**src/rtl/change_sign_pkg.sv**
```systemverilog
// Shared types and constants for the sign-change pattern generator.
package change_sign_pkg;

  typedef enum logic [1:0] {
    StIdle,
    StBuild,
    StOut
  } state_e;

  localparam logic [31:0] LFSR_POLY  = 32'h8020_0003;
  localparam logic [31:0] LFSR_RESET = 32'h1;

  function automatic int unsigned sat_count(input int unsigned count,
                                            input int unsigned word_size);
    return (count > word_size - 1) ? word_size - 1 : count;
  endfunction

endpackage

```
**src/rtl/lfsr32.sv**
```systemverilog
// 32-bit right-shifting Galois LFSR with seed load; an all-zero seed would lock up, so it maps to 1.
module lfsr32
  import change_sign_pkg::*;
(
  input  logic        clk,
  input  logic        rst_n,
  input  logic        load,
  input  logic [31:0] seed,
  input  logic        step,
  output logic [31:0] state
);

  logic [31:0] r_state;
  logic [31:0] w_next;

  assign w_next = {1'b0, r_state[31:1]} ^ (r_state[0] ? LFSR_POLY : 32'h0);

  always_ff @(posedge clk or negedge rst_n) begin
    if (!rst_n) begin
      r_state <= LFSR_RESET;
    end else if (load) begin
      r_state <= (seed == 32'h0) ? LFSR_RESET : seed;
    end else if (step) begin
      r_state <= w_next;
    end
  end

  assign state = r_state;

endmodule

```
**src/rtl/change_sign_gen.sv**
```systemverilog
// Builds a WORD_SIZE-bit word with exactly K adjacent-bit sign changes, one bit position per cycle.
module change_sign_gen
  import change_sign_pkg::*;
#(
  parameter  int unsigned WORD_SIZE = 64,
  localparam int unsigned CW        = $clog2(WORD_SIZE)
) (
  input  logic                 clk,
  input  logic                 rst_n,
  input  logic                 seed_load,
  input  logic [31:0]          seed,
  input  logic                 req_valid,
  output logic                 req_ready,
  input  logic [CW-1:0]        req_count,
  input  logic                 req_start_bit,
  input  logic                 req_random,
  output logic                 out_valid,
  input  logic                 out_ready,
  output logic [WORD_SIZE-1:0] out_data,
  output logic [CW-1:0]        out_count,
  output logic                 out_sat
);

  state_e               r_state;
  logic                 r_random;
  logic [CW-1:0]        r_left;
  logic [CW-1:0]        r_idx;
  logic [WORD_SIZE-1:0] r_data;
  logic [CW-1:0]        r_count;
  logic                 r_sat;
  logic                 r_valid;

  logic [31:0]   w_lfsr;
  logic          w_unused_lfsr;
  logic          w_idle;
  logic [CW-1:0] w_sat_cnt;
  logic          w_sat;
  logic [CW-1:0] w_rem;
  logic          w_force;
  logic          w_t;
  logic [CW-1:0] w_idx_nxt;
  logic          w_last;

  assign w_idle        = (r_state == StIdle);
  assign w_unused_lfsr = ^w_lfsr[31:1];

  // Seed load takes priority in IDLE; the LFSR only steps while building.
  lfsr32 u_lfsr (
    .clk   (clk),
    .rst_n (rst_n),
    .load  (seed_load & w_idle),
    .seed  (seed),
    .step  (r_state == StBuild),
    .state (w_lfsr)
  );

  assign w_sat_cnt = CW'(sat_count(32'(req_count), WORD_SIZE));
  assign w_sat     = 32'(req_count) > (WORD_SIZE - 1);

  // Forcing a transition whenever the remaining count equals the positions left keeps r <= rem.
  assign w_rem     = CW'(WORD_SIZE - 1) - r_idx;
  assign w_force   = (r_left == w_rem);
  assign w_t       = w_force | ((r_left != '0) & (r_random ? w_lfsr[0] : 1'b1));
  assign w_idx_nxt = r_idx + CW'(1);
  assign w_last    = (r_idx == CW'(WORD_SIZE - 2));

  always_ff @(posedge clk or negedge rst_n) begin
    if (!rst_n) begin
      r_state  <= StIdle;
      r_random <= 1'b0;
      r_left   <= '0;
      r_idx    <= '0;
      r_data   <= '0;
      r_count  <= '0;
      r_sat    <= 1'b0;
      r_valid  <= 1'b0;
    end else begin
      case (r_state)
        StIdle: begin
          if (req_valid) begin
            r_random <= req_random;
            r_data   <= {{(WORD_SIZE - 1){1'b0}}, req_start_bit};
            r_left   <= w_sat_cnt;
            r_count  <= w_sat_cnt;
            r_sat    <= w_sat;
            r_idx    <= '0;
            r_state  <= StBuild;
          end
        end
        StBuild: begin
          r_data[w_idx_nxt] <= r_data[r_idx] ^ w_t;
          r_left            <= r_left - CW'(w_t);
          if (w_last) begin
            r_valid <= 1'b1;
            r_state <= StOut;
          end else begin
            r_idx <= w_idx_nxt;
          end
        end
        StOut: begin
          if (out_ready) begin
            r_valid <= 1'b0;
            r_state <= StIdle;
          end
        end
        default: r_state <= StIdle;
      endcase
    end
  end

  assign req_ready = w_idle;
  assign out_valid = r_valid;
  assign out_data  = r_data;
  assign out_count = r_count;
  assign out_sat   = r_sat;

endmodule

```
**config.mk**
```make
export PLATFORM = sky130hd
export DESIGN_NAME = change_sign_gen
export DESIGN_NICKNAME = d
export VERILOG_FILES = /design/src/rtl/change_sign_pkg.sv /design/src/rtl/lfsr32.sv /design/src/rtl/change_sign_gen.sv
export SDC_FILE = /design/constraint.sdc
export NUM_CORES = 1
export LEC_CHECK = 0
export BUFFER_PORTS_ARGS = -buffer_cell sky130_fd_sc_hd__buf_2
export CORE_MARGIN = 5
export CORE_UTILIZATION = 35
export CTS_CLUSTER_DIAMETER = 30
export DETAILED_ROUTE_END_ITERATION = 6
export SLEW_MARGIN = 25
export SYNTH_ARGS = -nofsm -noshare
export SYNTH_HDL_FRONTEND = slang
export SYNTH_SLANG_ARGS = --single-unit
```
**constraint.sdc**
```tcl
create_clock -name clk -period 4.7 [get_ports clk]
set_clock_uncertainty 0.05 [all_clocks]
set_input_delay 0.94 -clock clk [delete_from_list [all_inputs] [get_ports clk]]
set_output_delay 0.94 -clock clk [all_outputs]
set_load 0.005 [all_outputs]
```
==> flow_summary.yaml, run 1 <==
timing:
  slew_violations: 0
  finalSetupViolCount: 0
  worst_pin_slew_ns: 1.04
  fin_crit_ns: 3.62
  min_period_over_period_pct: 77.0
  hold_viol: 0
  holdWs_ns: 0.420
  tns_ns: 0
  rsz0062_at_grt: "no"
  max_clock_freq_ghz: 0.276
  slew_headroom_pct: 30.5
layout:
  diodes: 0
  finish.utilization_pct: 43.7
  num-fill-cells: 1598
  num-nets-final: 807
  syn_to_final_growth_pct: 22.6
  layout-drive-gt1-share_pct: 25.5
  final_cells: 989
power_and_ir_drop:
  powerDensity_mw_per_mm2: 690
  seq_power_share_pct: 34.8
  combPwrFrac_pct: 39.6
  p_switching_mw: 2.06
  power.total_mw: 5.03
  p_leak_nw: 3.31
  internal-power_mw: 2.97
  vdd_drop_max_mv: 0.313
  swShare_pct: 41.0
  pwr-share-clk_pct: 25.6
clock_network:
  post-cts-setup-buffer-count: 0
  clock_sinks: 118
  cts_resized: 0
  clock_path_buffers: 2
  ctsHtreeMaxLevel: 4
  cts_buffers: 17
  cts-root-buf: "clkbuf_16"
  clk_latency_ns: 0.43
  postCtsHoldBufs: 0
  cts_tree: "yes"
  clk_transition_reported_paths_ns: 0.06
placed_design:
  place.gp.congestion: 0.820
  place_inst: 958
  place_hpwl_mm: 11.8
  port_buffers: 116
worst_setup_path:
  cp-start-kind: "register"
  critPathMaxFanout: 37
  r2r_start: "r_idx[0]"
  required_ns: 4.92
  r2r_setup_slack_ns: 1.08
  end_kind: "register"
  cp.arrival_ns: 3.84
  worstSetupPathType: "register to register"
  r2r_cells: 8
  worstReg2RegEnd: "out_data[41]"
  cp-startpoint: "r_idx[0]"
  critPathCapture: "out_data[41]"
global_route:
  grt.busiest_layer: "met2"
  grt_util_met1_pct: 24.1
  first_global_vias: 5066
  met3_usage_pct: 5.59
  antenna_found_initial: 2
  grt-ovfl-total: 0
  grt_util_met2_pct: 26.9
  grt_usage_pct: 17.6
  grt_max_degree: 44
  grt_pass1_wl_mm: 27.6
drt:
  vias: 5261
  viasPerCell: 5.32
  ant_nets: 0
  drt_iter0_markers: 361
  drc: 0
  wl_per_cell_um: 17.4
  drt_wl_total_mm: 17.2
  firstDrtPassIters: 5
synth:
  synth.distinct_cells: 47
  synthArstFlopShare_pct: 100
  yosysMostFrequentCell: "dfrtp_1"
  ys_ff_latch: 118
  synth_edf_count: 0
  yosys-top-cells-area: "dfrtp_1 49%, nand2_1 7.3%, nand3_1 6.4%"
  yosysTopAreaCell: "dfrtp_1"
  netlist_instances: 648
  yosysSeqAreaShare_pct: 49.7
  synthFlopType: "dfrtp_1"
  syn_area_per_cell_um2: 9.17
  synth_top_area_share_pct: 49.3
  netlist_area_mm2: 0.00594
  syn-num-nets: 698
  synthTopCellsByCount: "117 x dfrtp_1, 115 x nand2_1, 82 x nor2_1"
  yosysWarnings: 0
status:
  outcome: "completed"
die:
  dieArea_mm2: 0.0197
  core_area_mm2: 0.0166
  io_pins: 118
  die_w_um: 140
  initial_core_util_pct: 35.7
  die_h_um: 140
  rows: 47
hold_path:
  hp-class: "register to register"
flow_run:
  max_cap_violations: 0
[placed cells by master (no fill, tap or decap), types with 3 or more instances in the layout]
master and n:
dfrtp_1 117, buf_2 115, nand2_1 114, nor2_1 82, nand3_1 76, o21ai_0 42
o22ai_1 30, o21ai_1 20, clkbuf_16 17, buf_4 13, nor4_1 10, mux4_2 10
o21ai_2 10, xnor2_1 8, mux2i_1 8, xor2_1 7, a21oi_1 7, nor3_1 6
mux2_2 6, nand2b_1 5, ha_1 5, clkinv_2 5, inv_1 4, and2_1 4
a22oi_1 4, clkbuf_8 4, nor2b_1 3, nand4_1 3, nor3_2 3, o211ai_1 3
[per-layer routing]
metal,vias up,routed length (um)
li1,2511,-
met1,2520,7740
met2,203,7880
met3,23,1330
met4,4,250
met5,-,17
[flip-flops by register name, indices dropped and copies added (netlist names)]
signal and flops:
r_state 2, out_count 6, r_random 1, out_valid 1, u_lfsr.state 32, r_left 6
out_data 64, r_idx 6
[metrics by stage]
| step | setup WS (ns) | cell area, um^2 |
|---|---|---|
| 2_1_floorplan | 2.13 | 5940 |
| 3_3_place_gp | 1.26 | 6700 |
| 3_5_place_dp | 1.13 | 6700 |
| 4_1_cts | 1.10 | 7280 |
| 5_1_grt | 0.937 | 7280 |
| 6_report | 1.08 | 7280 |
[kinds of logic (layout without fill, tap and decap cells)]
group           count (synthesis)  count (layout)  synth area share [%]
xor+xnor                       16              16                  2.67
mux                            24              24                  6.28
flops                         118             118                  49.7
fa+ha+maj                       5               5                  1.05
simple gates                  315             315                  23.3
compound gates                127             127                  13.1
other cells                     1               1                0.0631
buf+inv                        42             163                  3.79
[how the worst min path moves through the flow]
stage	slack (ns)	cells after the start	to	start
6_report	0.42	2	r_random	r_random
5_1_grt	0.45	2	out_count[3]	out_count[3]
4_1_cts	0.43	2	r_random	r_random
3_5_place_dp	0.41	2	r_random	r_random
3_3_place_gp	0.40	2	r_random	r_random
2_1_floorplan	0.39	2	r_random	r_random
[power groups by stage]
stage | combinational, mW | sequential, mW | clock [mW]
floorplan | 1.55 | 1.62 | 0
global placement | 1.96 | 1.76 | 0
detailed placement | 2.00 | 1.76 | 0
CTS | 2.00 | 1.75 | 1.31
global route | 2.21 | 1.80 | 1.35
finish | 1.99 | 1.75 | 1.29
[critical path: stages, from the launching register on]
cell and delay (ns):
dfrtp_1 0.74, buf_4 0.37, mux4_2 0.54, mux2i_1 0.16
nand3_1 0.14, a31oi_4 0.26, xor2_4 0.54, buf_4 0.46
o21ai_0 0.17
[cell type report]
cell class	count	area, um^2	area share (%)
clock buffer	22	484	6.65
clock inverter	9	100	1.37
inverter	4	15.0	0.206
multi-input combinational	488	2780	38.2
sequential	118	2950	40.6
tap	220	275	3.78
timing repair buffer	128	673	9.25
Note: power is estimated with default switching activity, not from simulation.
==> run 2, diff against run 1 <==
clock period = 3.7 ns   (was 4.7 ns; I/O delays follow)
==> flow_summary.yaml, run 2 (synthesized netlist as in run 1, its figures left out) <==
layout:
  diodes: 0
  largest_reg_flops: 64
  final_cell_mix: "117 x dfrtp_1, 115 x buf_2, 114 x nand2_1, 82 x nor2_1, 76 x nand3_1"
  layout-drive-gt1-share_pct: 26.1
  final_common_cell: "dfrtp_1"
  syn_to_final_growth_pct: 24.7
  finish.utilization_pct: 44.5
  num-fill-cells: 1595
  num-nets-final: 816
timing:
  holdWs_ns: 0.410
  worst_pin_slew_ns: 0.960
  hold_viol: 0
  min_period_over_period_pct: 84.5
  slew_headroom_pct: 35.9
  rsz0062_at_grt: "no"
  tns_ns: 0
  finalSetupViolCount: 0
  fin_crit_ns: 3.12
  max_clock_freq_ghz: 0.320
  worst_slack_ns: 0.575
  slew_violations: 0
clock_network:
  post-cts-setup-buffer-count: 0
  cts_resized: 0
  clk_transition_reported_paths_ns: 0.05
  clock_sinks: 118
  clock_path_buffers: 2
  cts_tree: "yes"
  cts_buffers: 17
  clk_latency_ns: 0.41
  cts-root-buf: "clkbuf_16"
  postCtsHoldBufs: 0
  ctsHtreeMaxLevel: 4
drt:
  highest_layer: "met5"
  wl_per_cell_um: 17.1
  drc: 0
  firstDrtPassIters: 5
  drt_wl_total_mm: 17.1
  viasPerCell: 5.26
  wl_met2_mm: 7.68
  drt_iter0_markers: 312
  wl_met1_mm: 7.87
  dr_wl_met3_mm: 1.31
  ant_nets: 0
  vias: 5259
status:
  outcome: "completed"
worst_setup_path:
  cp.arrival_ns: 3.35
  required_ns: 3.92
  cp-start-kind: "register"
  critPathMaxFanout: 37
  worstSetupPathType: "register to register"
  end_kind: "register"
global_route:
  grt_pass1_wl_mm: 27.9
  first_global_vias: 5070
  grt_usage_pct: 17.8
  antenna_found_initial: 1
  grt-ovfl-total: 0
  grt_max_degree: 67
placed_design:
  place_hpwl_mm: 11.7
  pre_cts_ws_ns: 0.530
  place.gp.congestion: 0.812
  port_buffers: 116
die:
  core_area_mm2: 0.0166
  rows: 47
  initial_core_util_pct: 35.7
  die_h_um: 140
  io_pins: 118
  dieArea_mm2: 0.0197
  die_w_um: 140
power_and_ir_drop:
  p_leak_nw: 3.39
  powerDensity_mw_per_mm2: 891
  power.total_mw: 6.60
  vdd_drop_max_mv: 0.539
hold_path:
  hp-class: "input pin to asynchronous set/reset pin"
flow_run:
  max_cap_violations: 0
run 2: cell count changes in the layout (fill, tap and decap cells not counted), sizes merged:
cell and delta:
clkinvlp -1, bufinv +2, clkbuf +2, buf +9, clkinv -2
run 2: layout make-up:
class / count / area, um^2 / share of cell area [%]
Multi-Input combinational cell: 488 / 2770 / 37.4
Sequential cell: 118 / 2950 / 39.9
Clock inverter: 8 / 143 / 1.92
Inverter: 4 / 15.0 / 0.203
Timing Repair Buffer: 137 / 753 / 10.2
Tap cell: 220 / 275 / 3.71
Clock buffer: 24 / 502 / 6.77
run 2: power by group:
part           leakage [nW]  switching, mW  internal, mW
clock                 0.316          0.578          1.21
sequential             1.51          0.480          1.76
combinational          1.56           1.55          1.02
total                  3.39           2.61          3.99
run 2: routing by layer:
layer  up-vias  GRT usage [%]
met2       209           26.5
met3        16           5.49
met4         2           4.54
met5         -              0
met1      2508           25.2
li1       2524              -
run 2: worst paths after layout:
kind | start | to | slack, ns | depth (start not counted)
worst max-delay path | r_idx[0] | out_data[51] | 0.58 | 8
worst min-delay path | rst_n | out_data[22] | 0.41 | 1
worst max register to register | r_idx[0] | out_data[51] | 0.58 | 8
worst min register to register | r_random | r_random | 0.43 | 2
max in group asynchronous | rst_n | u_lfsr.state[0] | 2.42 | 2
min in group clk | r_random | r_random | 0.43 | 2
run 2: worst max-delay path, cell delays in order (launching register included):
cell     delay (ns)
dfrtp_1        0.73
buf_4          0.36
mux4_2         0.54
mux2i_1        0.14
nand3_1        0.14
a31oi_4        0.26
xor2_4         0.17
buf_4          0.41
o21ai_0        0.17
run 2: stage by stage:
step | std cells | instance area, um^2
after global placement | 967 | 6760
after CTS | 999 | 7410
after global routing | 999 | 7410
after floorplan | 648 | 5940
after detailed placement | 967 | 6760
final | 999 | 7410
